===== config.mk =====
export PLATFORM = sky130hd
export DESIGN_NAME = seq_multiplier
export DESIGN_NICKNAME = d
export VERILOG_FILES = /design/src/rtl/seq_multiplier.sv
export SDC_FILE = /design/constraint.sdc
export NUM_CORES = 1
export LEC_CHECK = 0
export ABC_CLOCK_PERIOD_IN_PS = 11100
export CAP_MARGIN = 25
export CORE_ASPECT_RATIO = 1.5
export CORE_MARGIN = 2
export CORE_UTILIZATION = 35
export DETAILED_ROUTE_END_ITERATION = 12
export PLACE_DENSITY = 0.61
export RECOVER_POWER = 50
export SLEW_MARGIN = 20
export SYNTH_ARGS = -nofsm -noshare
export SYNTH_HDL_FRONTEND = slang
export SYNTH_SLANG_ARGS = --single-unit
export TNS_END_PERCENT = 5

===== constraint.sdc =====
create_clock -name clk -period 11.1 [get_ports clk]
set_input_delay 1.665 -clock clk [delete_from_list [all_inputs] [get_ports clk]]
set_output_delay 1.665 -clock clk [all_outputs]
set_load 0.02 [all_outputs]

===== src/rtl/seq_multiplier.sv =====
// Iterative shift-and-add multiplier for RV32M MUL/MULH/MULHSU/MULHU with start/busy/done handshake.
// Build macro SEQ_MULTIPLIER_EARLY_OUT_EN: a zero operand magnitude skips straight to the sign-fix step.
module seq_multiplier #(
  parameter int WIDTH = 32
) (
  input  logic             clk,
  input  logic             rst,
  input  logic             start,
  input  logic             flush,
  input  logic [1:0]       op,
  input  logic [WIDTH-1:0] a,
  input  logic [WIDTH-1:0] b,
  output logic             busy,
  output logic             done,
  output logic [WIDTH-1:0] result
);

  localparam int CW = $clog2(WIDTH + 1);
  localparam logic [CW-1:0]        CNT_ZERO  = {CW{1'b0}};
  localparam logic [CW-1:0]        CNT_ONE   = {{(CW-1){1'b0}}, 1'b1};
  localparam logic [CW-1:0]        LAST_ITER = CW'(WIDTH - 1);
  localparam logic [WIDTH-1:0]     ZERO_W    = {WIDTH{1'b0}};
  localparam logic [WIDTH-1:0]     ONE_W     = {{(WIDTH-1){1'b0}}, 1'b1};
  localparam logic [2*WIDTH-1:0]   ZERO_2W   = {(2*WIDTH){1'b0}};
  localparam logic [2*WIDTH-1:0]   ONE_2W    = {{(2*WIDTH-1){1'b0}}, 1'b1};

  localparam logic [1:0] OP_MUL    = 2'b00;
  localparam logic [1:0] OP_MULH   = 2'b01;
  localparam logic [1:0] OP_MULHSU = 2'b10;

  typedef enum logic [1:0] {
    IDLE = 2'd0,
    CALC = 2'd1,
    FIX  = 2'd2
  } state_t;

  state_t             state_r, state_s;
  logic [2*WIDTH-1:0] acc_r, acc_s;
  logic [WIDTH-1:0]   mcand_r, mcand_s;
  logic [WIDTH-1:0]   mplier_r, mplier_s;
  logic [CW-1:0]      cnt_r, cnt_s;
  logic [1:0]         op_r, op_s;
  logic               neg_r, neg_s;
  logic               busy_r, busy_s;
  logic               done_r, done_s;
  logic [WIDTH-1:0]   result_r, result_s;

  logic               a_signed_s, b_signed_s;
  logic [WIDTH-1:0]   a_mag_s, b_mag_s;
  logic               neg_in_s;
  logic [WIDTH:0]     sum_s;
  logic [2*WIDTH-1:0] prod_s;

  // The most negative value maps to 2^(WIDTH-1), which still fits unsigned.
  function automatic logic [WIDTH-1:0] magnitude(input logic [WIDTH-1:0] v, input logic is_signed);
    if (is_signed && v[WIDTH-1]) begin
      magnitude = ~v + ONE_W;
    end else begin
      magnitude = v;
    end
  endfunction

  function automatic logic [2*WIDTH-1:0] negate_2w(input logic [2*WIDTH-1:0] v);
    negate_2w = ~v + ONE_2W;
  endfunction

  // Operand signedness per instruction; MUL low word is sign-agnostic.
  always_comb begin
    a_signed_s = 1'b0;
    b_signed_s = 1'b0;
    case (op)
      OP_MULH: begin
        a_signed_s = 1'b1;
        b_signed_s = 1'b1;
      end
      OP_MULHSU: begin
        a_signed_s = 1'b1;
        b_signed_s = 1'b0;
      end
      default: begin
        a_signed_s = 1'b0;
        b_signed_s = 1'b0;
      end
    endcase
  end

  // Operand magnitudes, product sign, partial-product sum and sign-corrected product.
  always_comb begin
    a_mag_s  = magnitude(a, a_signed_s);
    b_mag_s  = magnitude(b, b_signed_s);
    neg_in_s = (a_signed_s & a[WIDTH-1]) ^ (b_signed_s & b[WIDTH-1]);
    sum_s    = {1'b0, acc_r[2*WIDTH-1:WIDTH]} + {1'b0, mcand_r};
    if (neg_r) begin
      prod_s = negate_2w(acc_r);
    end else begin
      prod_s = acc_r;
    end
  end

  // Next-state and datapath updates; flush overrides every state.
  always_comb begin
    state_s  = state_r;
    acc_s    = acc_r;
    mcand_s  = mcand_r;
    mplier_s = mplier_r;
    cnt_s    = cnt_r;
    op_s     = op_r;
    neg_s    = neg_r;
    done_s   = 1'b0;
    result_s = result_r;
    busy_s   = 1'b0;

    if (flush) begin
      state_s = IDLE;
      cnt_s   = CNT_ZERO;
    end else begin
      case (state_r)
        IDLE: begin
          if (start) begin
            op_s     = op;
            mcand_s  = a_mag_s;
            mplier_s = b_mag_s;
            neg_s    = neg_in_s;
            acc_s    = ZERO_2W;
            cnt_s    = CNT_ZERO;
`ifdef SEQ_MULTIPLIER_EARLY_OUT_EN
            if ((a_mag_s == ZERO_W) || (b_mag_s == ZERO_W)) begin
              state_s = FIX;
            end else begin
              state_s = CALC;
            end
`else
            state_s  = CALC;
`endif
          end else begin
            state_s = IDLE;
          end
        end
        CALC: begin
          if (mplier_r[0]) begin
            acc_s = {sum_s, acc_r[WIDTH-1:1]};
          end else begin
            acc_s = {1'b0, acc_r[2*WIDTH-1:1]};
          end
          mplier_s = {1'b0, mplier_r[WIDTH-1:1]};
          cnt_s    = cnt_r + CNT_ONE;
          if (cnt_r == LAST_ITER) begin
            state_s = FIX;
          end else begin
            state_s = CALC;
          end
        end
        FIX: begin
          if (op_r == OP_MUL) begin
            result_s = prod_s[WIDTH-1:0];
          end else begin
            result_s = prod_s[2*WIDTH-1:WIDTH];
          end
          done_s  = 1'b1;
          state_s = IDLE;
        end
        default: begin
          state_s = IDLE;
        end
      endcase
    end

    if (state_s == IDLE) begin
      busy_s = 1'b0;
    end else begin
      busy_s = 1'b1;
    end
  end

  // State, datapath and registered outputs.
  always_ff @(posedge clk or posedge rst) begin
    if (rst) begin
      state_r  <= IDLE;
      acc_r    <= ZERO_2W;
      mcand_r  <= ZERO_W;
      mplier_r <= ZERO_W;
      cnt_r    <= CNT_ZERO;
      op_r     <= 2'b00;
      neg_r    <= 1'b0;
      busy_r   <= 1'b0;
      done_r   <= 1'b0;
      result_r <= ZERO_W;
    end else begin
      state_r  <= state_s;
      acc_r    <= acc_s;
      mcand_r  <= mcand_s;
      mplier_r <= mplier_s;
      cnt_r    <= cnt_s;
      op_r     <= op_s;
      neg_r    <= neg_s;
      busy_r   <= busy_s;
      done_r   <= done_s;
      result_r <= result_s;
    end
  end

  assign busy   = busy_r;
  assign done   = done_r;
  assign result = result_r;

endmodule


; ---- After elaboration in Yosys (flattened, before gate mapping)
; Index checks and enable logic that the tools add are counted.
[totals]
register_bits = 173
latch_bits = 0
ram_bits = 0
rom_bits = 0
in_bits = 70
output_inout_bits = 34
elab_cells = 62
memories = 0
[classes]
addsub = 5
mul = 0
div_mod_pow = 0
magnitude_cmp = 0
n_eq_ne = 7
n_shift = 0
muxes = 21
bitwise_logic = 7
reduce_logical = 12
[ops]
columns = op, count
row1 = $mux 64, 3
row2 = $mux 32, 4
row3 = $pmux 64 s2, 1
row4 = $add 32x1->32 const B, 2
row5 = $add 64x1->64 const B, 1
row6 = $not 32->32, 2
row7 = $not 64->64, 1
row8 = $pmux 32 s2, 1
row9 = $add 32x32->33, 1
row10 = $mux 6, 2
row11 = $pmux 6 s2, 1
row12 = $add 6x1->6 const B, 1
row13 = $eq 6x5->1 const B, 1
row14 = $logic_not 2->1, 3
row15 = $mux 1, 6
row16 = $reduce_and 3->1, 2
row17 = $eq 2x1->1 const B, 2
row18 = $eq 2x2->1 const B, 2
row19 = $mux 2, 2
row20 = $pmux 2 s2, 1
row21 = $reduce_and 2->1, 2
row22 = $ne 3x3->1 const B, 1
row23 = $reduce_bool 3->1, 1
row24 = $and 1x1->1, 2
row25 = other kinds (6), 7

; ---- Logic depth before layout (Yosys ltp)
; Gate-level depths: netlist (run 1).
[depth]
depth_word = 6
depth_mapped = 11
mapped_depth_nobuf = 11

; ---- Least setup slack after synthesis (run 1)
; No wires, ideal clock.
[synth_path]
kind = input port to flip-flop
from = in b[16]
to = reg mplier_r[28]
setup_ns = 0.083
t_arrival_ns = 3.927
required_time_ns = 11.017
setup_slack_ns = 7.090
stages = 8
n_path_buf = 0
path_cell_list = or4_1 or4b_2 nor4_1 nand2_1 o21ai_0 xnor2_1 mux2i_1 o21ai_0
[synth_via]
elab_chain_cells = 5
[synth_rtl]
columns = element, line
row1 = from (decl), 12  ; input logic [WIDTH-1:0] b,
row2 = $not 32->32, 57  ; magnitude = ~v + ONE_W;
row3 = $add 32x1->32, 57
row4 = $mux 32, 56  ; if (is_signed && v[WIDTH-1]) begin
row5 = $mux 32, 119  ; if (start) begin
row6 = $pmux 32 s2, 117  ; case (state_r)
row7 = to (signal assigned), 192  ; mplier_r <= mplier_s;
row8 = to (decl), 40  ; logic [WIDTH-1:0] mplier_r, mplier_s;
; Every way passes these cells. The select of a mux whose other input is x is not followed.
; A chain may end at the register's enable or synchronous reset.

==> flow_metrics.env, run 1 <==
export IMPL_maxSlewViolCount=317
export IMPL_grt_pass1_vias=9532
export IMPL_critPathArrivalTime_ns=6.11
export IMPL_insertion_delay_ns=0.45
export IMPL_drt_iter0_markers=587
export IMPL_io_pins=104
export IMPL_fmax_mhz=156
export IMPL_grtUsageTotal_pct=18.2
export IMPL_syn_inst=1326
export IMPL_irDropWorstVdd_v=0.000111
export IMPL_end_kind="async pin"
export IMPL_start_util_pct=35.3
export IMPL_cts_num_sinks=173
export IMPL_drcViolationCount=0
export IMPL_cts_repair_resized=0
export IMPL_diodes=0
export IMPL_wl_microns=29600
export IMPL_async_flop_share_pct=100
export IMPL_setup_ws_ns=4.71
export IMPL_portBuffers=103
export IMPL_grt_pass1_wl_microns=48800
export IMPL_place_ws_ns=6.16
export IMPL_ys_types=55
export IMPL_dieArea_sq_um=33500
export IMPL_antenna_found_initial=0
export IMPL_cts_tree="done"
export IMPL_critPathBufInv=3
export IMPL_finalSetupTns_ns=0
export IMPL_syn2layout_area_growth_pct=18.0
export IMPL_ys_warnings_count=0
export IMPL_hold_buffers=0
export IMPL_report_final_hold_viol_count=0
export IMPL_synth_seq_cells=173
export IMPL_drv_cap=6
export IMPL_crit_path_max_incr_delay_ns=2.67
export IMPL_avgSynthCellArea_sq_um=8.46
export IMPL_vias=9839
export IMPL_wl_per_cell_microns=16.4
export IMPL_synth_edff_count=0
export IMPL_clock_path_buffers=2
export IMPL_crit_path_top_delay_cell="clkbuf_1"
export IMPL_layout_drive_gt1_share_pct=4.15
export IMPL_fin_nets=1493
export IMPL_cts_buffers=17
export IMPL_place_congestion=0.842
export IMPL_cts_max_level=4
export IMPL_grt_max_degree=70
export IMPL_design_core_area_sq_um=31700
export IMPL_violations="max-capacitance violations, max-slew violations"
export IMPL_crit_type="primary input to async pin"
export IMPL_power_density_nw_per_um2=162
export IMPL_leakagePower_nw=5.64
export IMPL_overflow=0
export IMPL_path_max_fanout=69
export IMPL_firstDrtPassIters=5
export IMPL_dp_hpwl_microns=22000
export IMPL_cts_reportedPaths_clkPinSlew_ns=0.07
export IMPL_die_y_microns=223
export IMPL_layout_min_cycle_time_ns=6.39
export IMPL_worstPathRequired_ns=10.82
export IMPL_fillers=3150
export IMPL_start_kind="primary input"
export IMPL_syn_nets=1434
export IMPL_period_share_pct=57.6
export IMPL_path_delay_family="buffers and inverters"
export IMPL_ant_nets=0
export IMPL_outcome="finished, violations left"
export IMPL_clock_skew_ns=0.00917
export IMPL_synth_area_sq_um=11200
export IMPL_rows=80
export IMPL_worstMarginPinSlew_ns=3.69
export IMPL_grt_setup_unrepaired="false"
export IMPL_crit_chain="dlygate4sd3_1 -> clkinvlp_2 -> clkbuf_1"
export IMPL_relSlewSlack_pct=-146
export IMPL_cts_setup_buffers=0
export IMPL_setup_viol=0
export IMPL_yosysSeqAreaShare_pct=38.6
export IMPL_synth_main_ff_cell="dfrtp_1"
export IMPL_clock_root_buffer="clkbuf_16"
export IMPL_hold_class="flip-flop to flip-flop"
export IMPL_die_w_microns=150
export IMPL_routed_via_density=5.44
per-stage QoR:
stage / power, mW / std cells / utilization (%) / instance area (sq um) / hold WS (ns)
after floorplan: 1.29 / 1326 / - / 11200 / 0.445
after global placement: 1.46 / 1775 / 39.6 / 12600 / 0.462
after detailed placement: 1.48 / 1776 / 39.7 / 12600 / 0.464
after CTS: 2.16 / 1808 / 41.8 / 13300 / 0.480
after global routing: 2.28 / 1808 / 41.7 / 13200 / 0.500
final: 2.14 / 1808 / 41.7 / 13200 / 0.470
report_power, final:
part           leakage, nW  switching (mW)  total (mW)  internal [mW]
sequential            2.30          0.0867       0.790          0.703
clock                0.320           0.261       0.674          0.413
combinational         3.02           0.393       0.676          0.283
total                 5.64           0.741        2.14           1.40
flip-flops by register name, indices dropped and copies added (netlist names):
register and count:
result 32, acc_r 64, cnt_r 6, state_r 2, busy 1, neg_r 1
op_r 2, mcand_r 32, done 1, mplier_r 32
worst reg2reg max path: cells and delay by family (launching register included):
family                 cells  cell delay (ns)
AND/OR/NAND/NOR            5             2.16
buffers and inverters      1             1.37
flip-flops                 1             0.45
synth_stat cells, drive strengths merged (12+ instances only):
cell type / count / area share, %
nor3: 25 / 1.1
inv: 21 / 0.70
o31ai: 21 / 1.4
clkbuf: 72 / 2.4
xnor2: 73 / 5.7
nand4: 13 / 0.73
or3: 14 / 0.87
or4: 17 / 1.2
mux2i: 19 / 1.7
a21oi: 105 / 4.7
o21ai: 181 / 8.1
nand3: 24 / 1.1
xor2: 61 / 4.8
a21o: 14 / 0.94
a22oi: 22 / 1.5
nor4: 12 / 0.67
ha: 37 / 4.1
nand2: 172 / 5.8
dfrtp: 173 / 39
a22o: 30 / 2.3
o41ai: 17 / 1.3
nor2: 94 / 3.1
nor2b: 13 / 0.73
placed cells by master (no fill, tap or decap), types with 4 or more instances in the layout:
cell and instances:
a22o_1 30, nand3_1 24, a211oi_1 4, o211ai_1 8, or4_1 14, o22ai_1 9
clkbuf_16 17, xnor2_1 73, nor4_1 12, o21ai_0 181, xor2_1 61, nand4_1 13
clkdlybuf4s50_1 94, inv_1 20, and3_1 6, ha_1 37, clkbuf_1 4, nor3_1 25
o31ai_1 21, dfrtp_1 173, and2_1 8, a22oi_1 22, buf_4 6, or2_2 5
nor2_1 92, nand2b_1 6, or3_1 12, a21oi_1 105, a21o_1 14, a31oi_1 11
o41ai_1 17, dlygate4sd3_1 9, o31a_1 4, nor2b_1 12, nand2_1 171, mux2i_1 19
bufinv_16 5
final cells by class:
cell class,count,area [sq um],area share [%]
Multi-Input combinational cell,1058,6550,49.5
Sequential cell,173,4330,32.7
Timing Repair Buffer,114,1100,8.33
Tap cell,410,513,3.88
Clock buffer,19,453,3.42
Clock inverter,13,210,1.59
Inverter,21,80.1,0.605
cell families (layout without fill, tap and decap cells):
logic type,after synthesis,in the layout,share of synthesized area (%)
compound gates,449,449,24.3
simple gates,418,418,17.4
flops,173,173,38.6
xor+xnor,134,134,10.5
buf+inv,95,167,3.19
fa+ha+maj,38,38,4.31
mux,19,19,1.70
routing by layer:
metal | global-route usage [%] | vias up | part of all wire (%)
met5 | 0 | - | 0
met2 | 31.6 | 196 | 51
met1 | 22.4 | 4686 | 43
met3 | 3.19 | 40 | 3.4
li1 | - | 4917 | -
met4 | 6.33 | 0 | 2.5
path summary, 6_finish.rpt:
check                      startpoint  slack [ns]          end  depth (start not counted)
max                               rst        4.71  mcand_r[30]                          3
min                        result[24]        0.47   result[24]                          2
max reg2reg                state_r[1]        7.07    acc_r[61]                          6
min reg2reg                result[24]        0.47   result[24]                          2
max in group clk                flush        5.86   result[21]                          8
min in group asynchronous         rst        2.20     cnt_r[4]                          2
No activity file was read; power rests on OpenSTA's default activity.
==> inputs of run 2 (changes only) <==
--- a/config.mk
+++ b/config.mk
@@ -5,13 +5,13 @@
 export SDC_FILE = /design/constraint.sdc
 export NUM_CORES = 1
 export LEC_CHECK = 0
-export ABC_CLOCK_PERIOD_IN_PS = 11100
+export ABC_CLOCK_PERIOD_IN_PS = 5400
 export CAP_MARGIN = 25
 export CORE_ASPECT_RATIO = 1.5
 export CORE_MARGIN = 2
 export CORE_UTILIZATION = 35
 export DETAILED_ROUTE_END_ITERATION = 12
-export PLACE_DENSITY = 0.61
+export PLACE_DENSITY = 0.63
 export RECOVER_POWER = 50
 export SLEW_MARGIN = 20
 export SYNTH_ARGS = -nofsm -noshare
==> constraint.sdc (replaced) <==
create_clock -name clk -period 5.4 [get_ports clk]
set_input_delay 0.81 -clock clk [delete_from_list [all_inputs] [get_ports clk]]
set_output_delay 0.81 -clock clk [all_outputs]
set_load 0.02 [all_outputs]
==> run 2 against run 1 <==
  * Combinational power grew 110%
  * Power is 95% higher
  * Sequential share of layout area up 0.32 points
  * Largest power group unchanged
  * Clock power grew 72%
  * The flow still finishes with violations (max-capacitance violations, max-slew violations)
  * Die area unchanged
==> flow_metrics.env, run 2 (synthesis results as in run 1) <==
export IMPL_outcome="finished, violations left"
export IMPL_violations="max-capacitance violations, max-slew violations"
export IMPL_ant_nets=0
export IMPL_crit_type="primary input to flip-flop"
export IMPL_io_pins=104
export IMPL_grt_pass1_vias=9519
export IMPL_vias=9810
export IMPL_clock_skew_ns=0.0109
export IMPL_path_max_fanout=69
export IMPL_worstPathRequired_ns=5.71
export IMPL_crit_path_top_delay_cell="or3_1"
export IMPL_largest_reg_flops=64
export IMPL_wl_per_cell_microns=16.3
export IMPL_rr_endpoint="acc_r[61]"
export IMPL_cts_num_sinks=173
export IMPL_path_delay_family="simple AND/OR/NAND/NOR gates"
export IMPL_die_y_microns=223
export IMPL_cts_max_level=4
export IMPL_hold_class="flip-flop to flip-flop"
export IMPL_critPathBufInv=2
export IMPL_critPathArrivalTime_ns=4.13
export IMPL_design_core_area_sq_um=31700
export IMPL_drcViolationCount=0
export IMPL_rows=80
export IMPL_crit_path_max_incr_delay_ns=1.18
export IMPL_layout_min_cycle_time_ns=3.82
export IMPL_crit_chain="dlygate4sd3_1 -> or3_1 -> inv_1 -> nand2_4 -> o21ai_0"
export IMPL_report_final_hold_viol_count=0
export IMPL_ff2ff_setup_slack_ns=1.60
export IMPL_cts_buffers=17
export IMPL_cts_repair_resized=0
export IMPL_grt_max_degree=174
export IMPL_start_util_pct=35.3
export IMPL_irDropWorstVdd_v=0.000245
export IMPL_hold_buffers=0
export IMPL_fmax_mhz=262
export IMPL_portBuffers=103
export IMPL_largest_register="acc_r"
export IMPL_drt_iter0_markers=679
export IMPL_grt_setup_unrepaired="false"
export IMPL_insertion_delay_ns=0.46
export IMPL_overflow=0
export IMPL_cts_tree="done"
export IMPL_clock_path_buffers=2
export IMPL_fin_nets=1492
export IMPL_finalSetupTns_ns=0
export IMPL_period_share_pct=70.7
export IMPL_grtUsageTotal_pct=18.1
export IMPL_relSlewSlack_pct=-61.4
export IMPL_diodes=0
export IMPL_cts_setup_buffers=0
export IMPL_whs_path_depth=2
export IMPL_leakagePower_nw=5.57
export IMPL_drv_cap=4
export IMPL_cts_reportedPaths_clkPinSlew_ns=0.07
export IMPL_dp_hpwl_microns=21600
export IMPL_die_w_microns=150
export IMPL_antenna_found_initial=0
export IMPL_layout_commonest_cell="o21ai_0"
export IMPL_min_to="result[4]"
export IMPL_worstRegToRegCells=7
export IMPL_syn2layout_area_growth_pct=16.9
export IMPL_place_area_sq_um=12600
export IMPL_dieArea_sq_um=33500
export IMPL_layout_drive_gt1_share_pct=4.08
export IMPL_place_congestion=0.859
export IMPL_end_kind="flip-flop"
export IMPL_final_cell_area_sq_um=13100
export IMPL_maxSlewViolCount=321
export IMPL_start_kind="primary input"
export IMPL_routed_via_density=5.43
export IMPL_wl_microns=29400
export IMPL_setup_viol=0
export IMPL_r2r_start="state_r[1]"
export IMPL_worstMarginPinSlew_ns=2.42
export IMPL_clock_root_buffer="clkbuf_16"
export IMPL_grt_pass1_wl_microns=48700
export IMPL_mostFrequentLayoutCells="181 x o21ai_0, 173 x dfrtp_1, 171 x nand2_1"
export IMPL_hp_start="result[4]"
export IMPL_power_density_nw_per_um2=318
export IMPL_final_util_pct=41.3
export IMPL_firstDrtPassIters=5
-- run 2: cell types whose count changed in the layout (fill, tap and decap cells not counted), sizes merged --
| cell | delta |
|---|---|
| bufinv | -5 |
| clkdlybuf4s50 | +3 |
| clkinv | +3 |
| dlygate4sd3 | -3 |
| inv | +2 |
| buf | -1 |
| clkbuf | -1 |
| clkinvlp | +1 |
-- run 2: worst max path at each step --
| stage | endpoint | start | cells after the start | slack, ns |
|---|---|---|---|---|
| final | mcand_r[27] | flush | 5 | 1.58 |
| after global routing | mcand_r[17] | flush | 6 | 1.16 |
| after CTS | acc_r[56] | acc_r[38] | 9 | 1.85 |
| after detailed placement | mplier_r[30] | b[16] | 9 | 1.42 |
| after global placement | mplier_r[30] | b[16] | 9 | 1.40 |
| after floorplan | result[31] | acc_r[51] | 8 | 2.21 |
-- run 2: final cells by class --
cell class	count	area, sq um
Inverter	21	82.6
Fill cell	3171	18600
Clock buffer	18	429
Tap cell	410	513
Timing Repair Buffer	113	1090
Multi-Input combinational cell	1058	6550
Clock inverter	14	111
Sequential cell	173	4330
-- run 2: power by group --
group | internal [mW] | leakage [nW] | switching [mW] | total, mW
Clock | 0.595 | 0.258 | 0.565 | 1.16
Combinational | 0.582 | 3.01 | 0.810 | 1.39
Sequential | 1.44 | 2.30 | 0.174 | 1.62
-- run 2: worst min-delay path: stages (launching register included) --
cell	delay, ns
dfrtp_1	0.34
nand2_1	0.05
nand2_1	0.05
-- run 2: per-layer routing --
metal	GRT usage, %	up-vias	share of wire, %
met4	7.55	0	2.8
met3	2.41	40	3.4
li1	-	4923	-
met1	22.7	4646	43
met5	0	-	0
met2	31.1	201	51
-- run 2: per-stage QoR --
stage | worst slack [ns] | power (mW) | cells | hold slack, ns
2_1_floorplan | 2.21 | 2.64 | 1326 | 0.445
3_3_place_gp | 1.40 | 3.00 | 1774 | 0.460
3_5_place_dp | 1.42 | 3.03 | 1775 | 0.466
4_1_cts | 1.85 | 4.20 | 1807 | 0.483
5_1_grt | 1.16 | 4.45 | 1807 | 0.506
6_report | 1.58 | 4.17 | 1807 | 0.474
==> inputs of run 3 (changes only) <==
--- a/config.mk
+++ b/config.mk
@@ -5,7 +5,7 @@
 export SDC_FILE = /design/constraint.sdc
 export NUM_CORES = 1
 export LEC_CHECK = 0
-export ABC_CLOCK_PERIOD_IN_PS = 5400
+export ABC_CLOCK_PERIOD_IN_PS = 3250
 export CAP_MARGIN = 25
 export CORE_ASPECT_RATIO = 1.5
 export CORE_MARGIN = 2
==> constraint.sdc (replaced) <==
create_clock -name clk -period 3.25 [get_ports clk]
set_input_delay 0.4875 -clock clk [delete_from_list [all_inputs] [get_ports clk]]
set_output_delay 0.4875 -clock clk [all_outputs]
set_load 0.02 [all_outputs]
==> run 3 against run 2 <==
  * The run ends with max-capacitance violations, max-slew violations, negative setup slack left
  * Worst setup slack worse by 1.6 ns
  * Critical path depth is 3 higher
  * Register-to-register slack worse by 1.6 ns
  * Clock skew is 0.0027 ns higher
  * Die area stayed put
  * Global-route usage is 0.60 points higher
==> flow_metrics.env, run 3 (synthesis results as in run 1) <==
export IMPL_crit_type="flip-flop to flip-flop"
export IMPL_worstMarginPinSlew_ns=1.56
export IMPL_setup_viol=1
export IMPL_drt_iter0_markers=667
export IMPL_dieArea_sq_um=33500
export IMPL_start_util_pct=35.3
export IMPL_report_final_hold_viol_count=0
export IMPL_period_share_pct=100
export IMPL_portBuffers=103
export IMPL_die_w_microns=150
export IMPL_worstRegToRegCells=8
export IMPL_final_util_pct=42.5
export IMPL_cts_reportedPaths_clkPinSlew_ns=0.07
export IMPL_ant_nets=0
export IMPL_setup_ws_ns=-0.00505
export IMPL_end_kind="flip-flop"
export IMPL_clock_path_buffers=2
export IMPL_antenna_found_initial=0
export IMPL_maxSlewViolCount=62
export IMPL_vias=10000
export IMPL_whs_path_depth=2
export IMPL_cts_max_level=4
export IMPL_critPathArrivalTime_ns=3.62
export IMPL_power_mw=7.07
export IMPL_cts_buffers=17
export IMPL_grt_max_degree=70
export IMPL_layout_commonest_cell="o21ai_0"
export IMPL_power_density_nw_per_um2=523
export IMPL_mostFrequentLayoutCells="181 x o21ai_0, 173 x dfrtp_1, 171 x nand2_1"
export IMPL_clock_root_buffer="clkbuf_16"
export IMPL_path_max_fanout=4
export IMPL_start_kind="flip-flop"
export IMPL_wl_per_cell_microns=16.6
export IMPL_syn2layout_area_growth_pct=20.4
export IMPL_insertion_delay_ns=0.46
export IMPL_largest_reg_flops=64
export IMPL_hold_buffers=0
export IMPL_relSlewSlack_pct=-4.20
export IMPL_design_core_area_sq_um=31700
export IMPL_largest_register="acc_r"
export IMPL_wl_microns=30800
export IMPL_layout_min_cycle_time_ns=3.26
export IMPL_die_y_microns=223
export IMPL_grt_pass1_wl_microns=50400
export IMPL_place_congestion=0.886
export IMPL_layout_drive_gt1_share_pct=7.67
export IMPL_overflow=0
export IMPL_hold_class="flip-flop to flip-flop"
export IMPL_firstDrtPassIters=5
export IMPL_violations="max-capacitance violations, max-slew violations, negative setup slack"
export IMPL_dp_hpwl_microns=23200
export IMPL_leakagePower_nw=5.80
export IMPL_irDropWorstVdd_v=0.000390
export IMPL_grt_setup_unrepaired="true"
export IMPL_drcViolationCount=0
export IMPL_routed_via_density=5.39
export IMPL_grtUsageTotal_pct=18.7
export IMPL_rows=80
export IMPL_outcome="finished, violations left"
export IMPL_fmax_mhz=307
export IMPL_cts_num_sinks=173
export IMPL_grt_pass1_vias=9863
export IMPL_finalSetupTns_ns=-0.00505
export IMPL_cts_tree="done"
export IMPL_drv_cap=1
export IMPL_io_pins=104
export IMPL_diodes=0
export IMPL_clock_skew_ns=0.0136
export IMPL_worstPathRequired_ns=3.61
export IMPL_fin_nets=1542
-- run 3: stage by stage --
step	area, sq um	hold WS [ns]	std cells	setup WS, ns
after CTS	13500	0.444	1857	0.00223
final	13500	0.478	1857	-0.00505
after detailed placement	13000	0.466	1825	0.0248
after global routing	13500	0.499	1857	-0.122
after global placement	13000	0.463	1825	0.0384
after floorplan	11200	0.445	1326	0.0578
-- run 3: timing repair --
item	in CTS	in global routing
setup endpoints to repair	0	3
buffers inserted	0	0
gates resized for setup	0	4
-- run 3: metal layers --
layer  routed length [microns]  vias to the layer above  track usage, %
li1                          -                     5019               -
met1                     13300                     4749            23.2
met2                     15600                      198            32.1
met3                       889                       50            3.17
met4                       912                        0            7.52
met5                         0                        -               0
-- run 3: layout make-up --
type,count,area (sq um)
clock buffer,18,429
clock inverter,14,113
fill,3181,18200
inverter,21,80.1
multi-input combinational,1058,6570
sequential,173,4330
tap,410,513
timing repair buffer,163,1470
-- run 3: path summary, 6_finish.rpt --
kind,startpoint,end,slack (ns)
min,result[7],result[7],0.48
max,acc_r[51],result[31],-0.005
max in group asynchronous,rst,acc_r[18],0.63
min in group asynchronous,rst,mplier_r[7],0.64
max reg2reg,acc_r[51],result[31],-0.005
min reg2reg,result[7],result[7],0.48
-- run 3: where the power goes --
| part | internal (mW) | total (mW) | switching (mW) |
|---|---|---|---|
| logic | 1.05 | 2.50 | 1.45 |
| registers | 2.40 | 2.66 | 0.256 |
| clock network | 0.987 | 1.91 | 0.928 |
-- run 3: critical path, cell delays in order, from the launching register on --
cell and delay, ns:
dfrtp_1 0.38, or4_4 0.54, or4_4 0.45, or4_4 0.45
or3_4 0.36, or3_4 0.37, o311ai_4 0.24, o41ai_2 0.13
a221oi_2 0.25
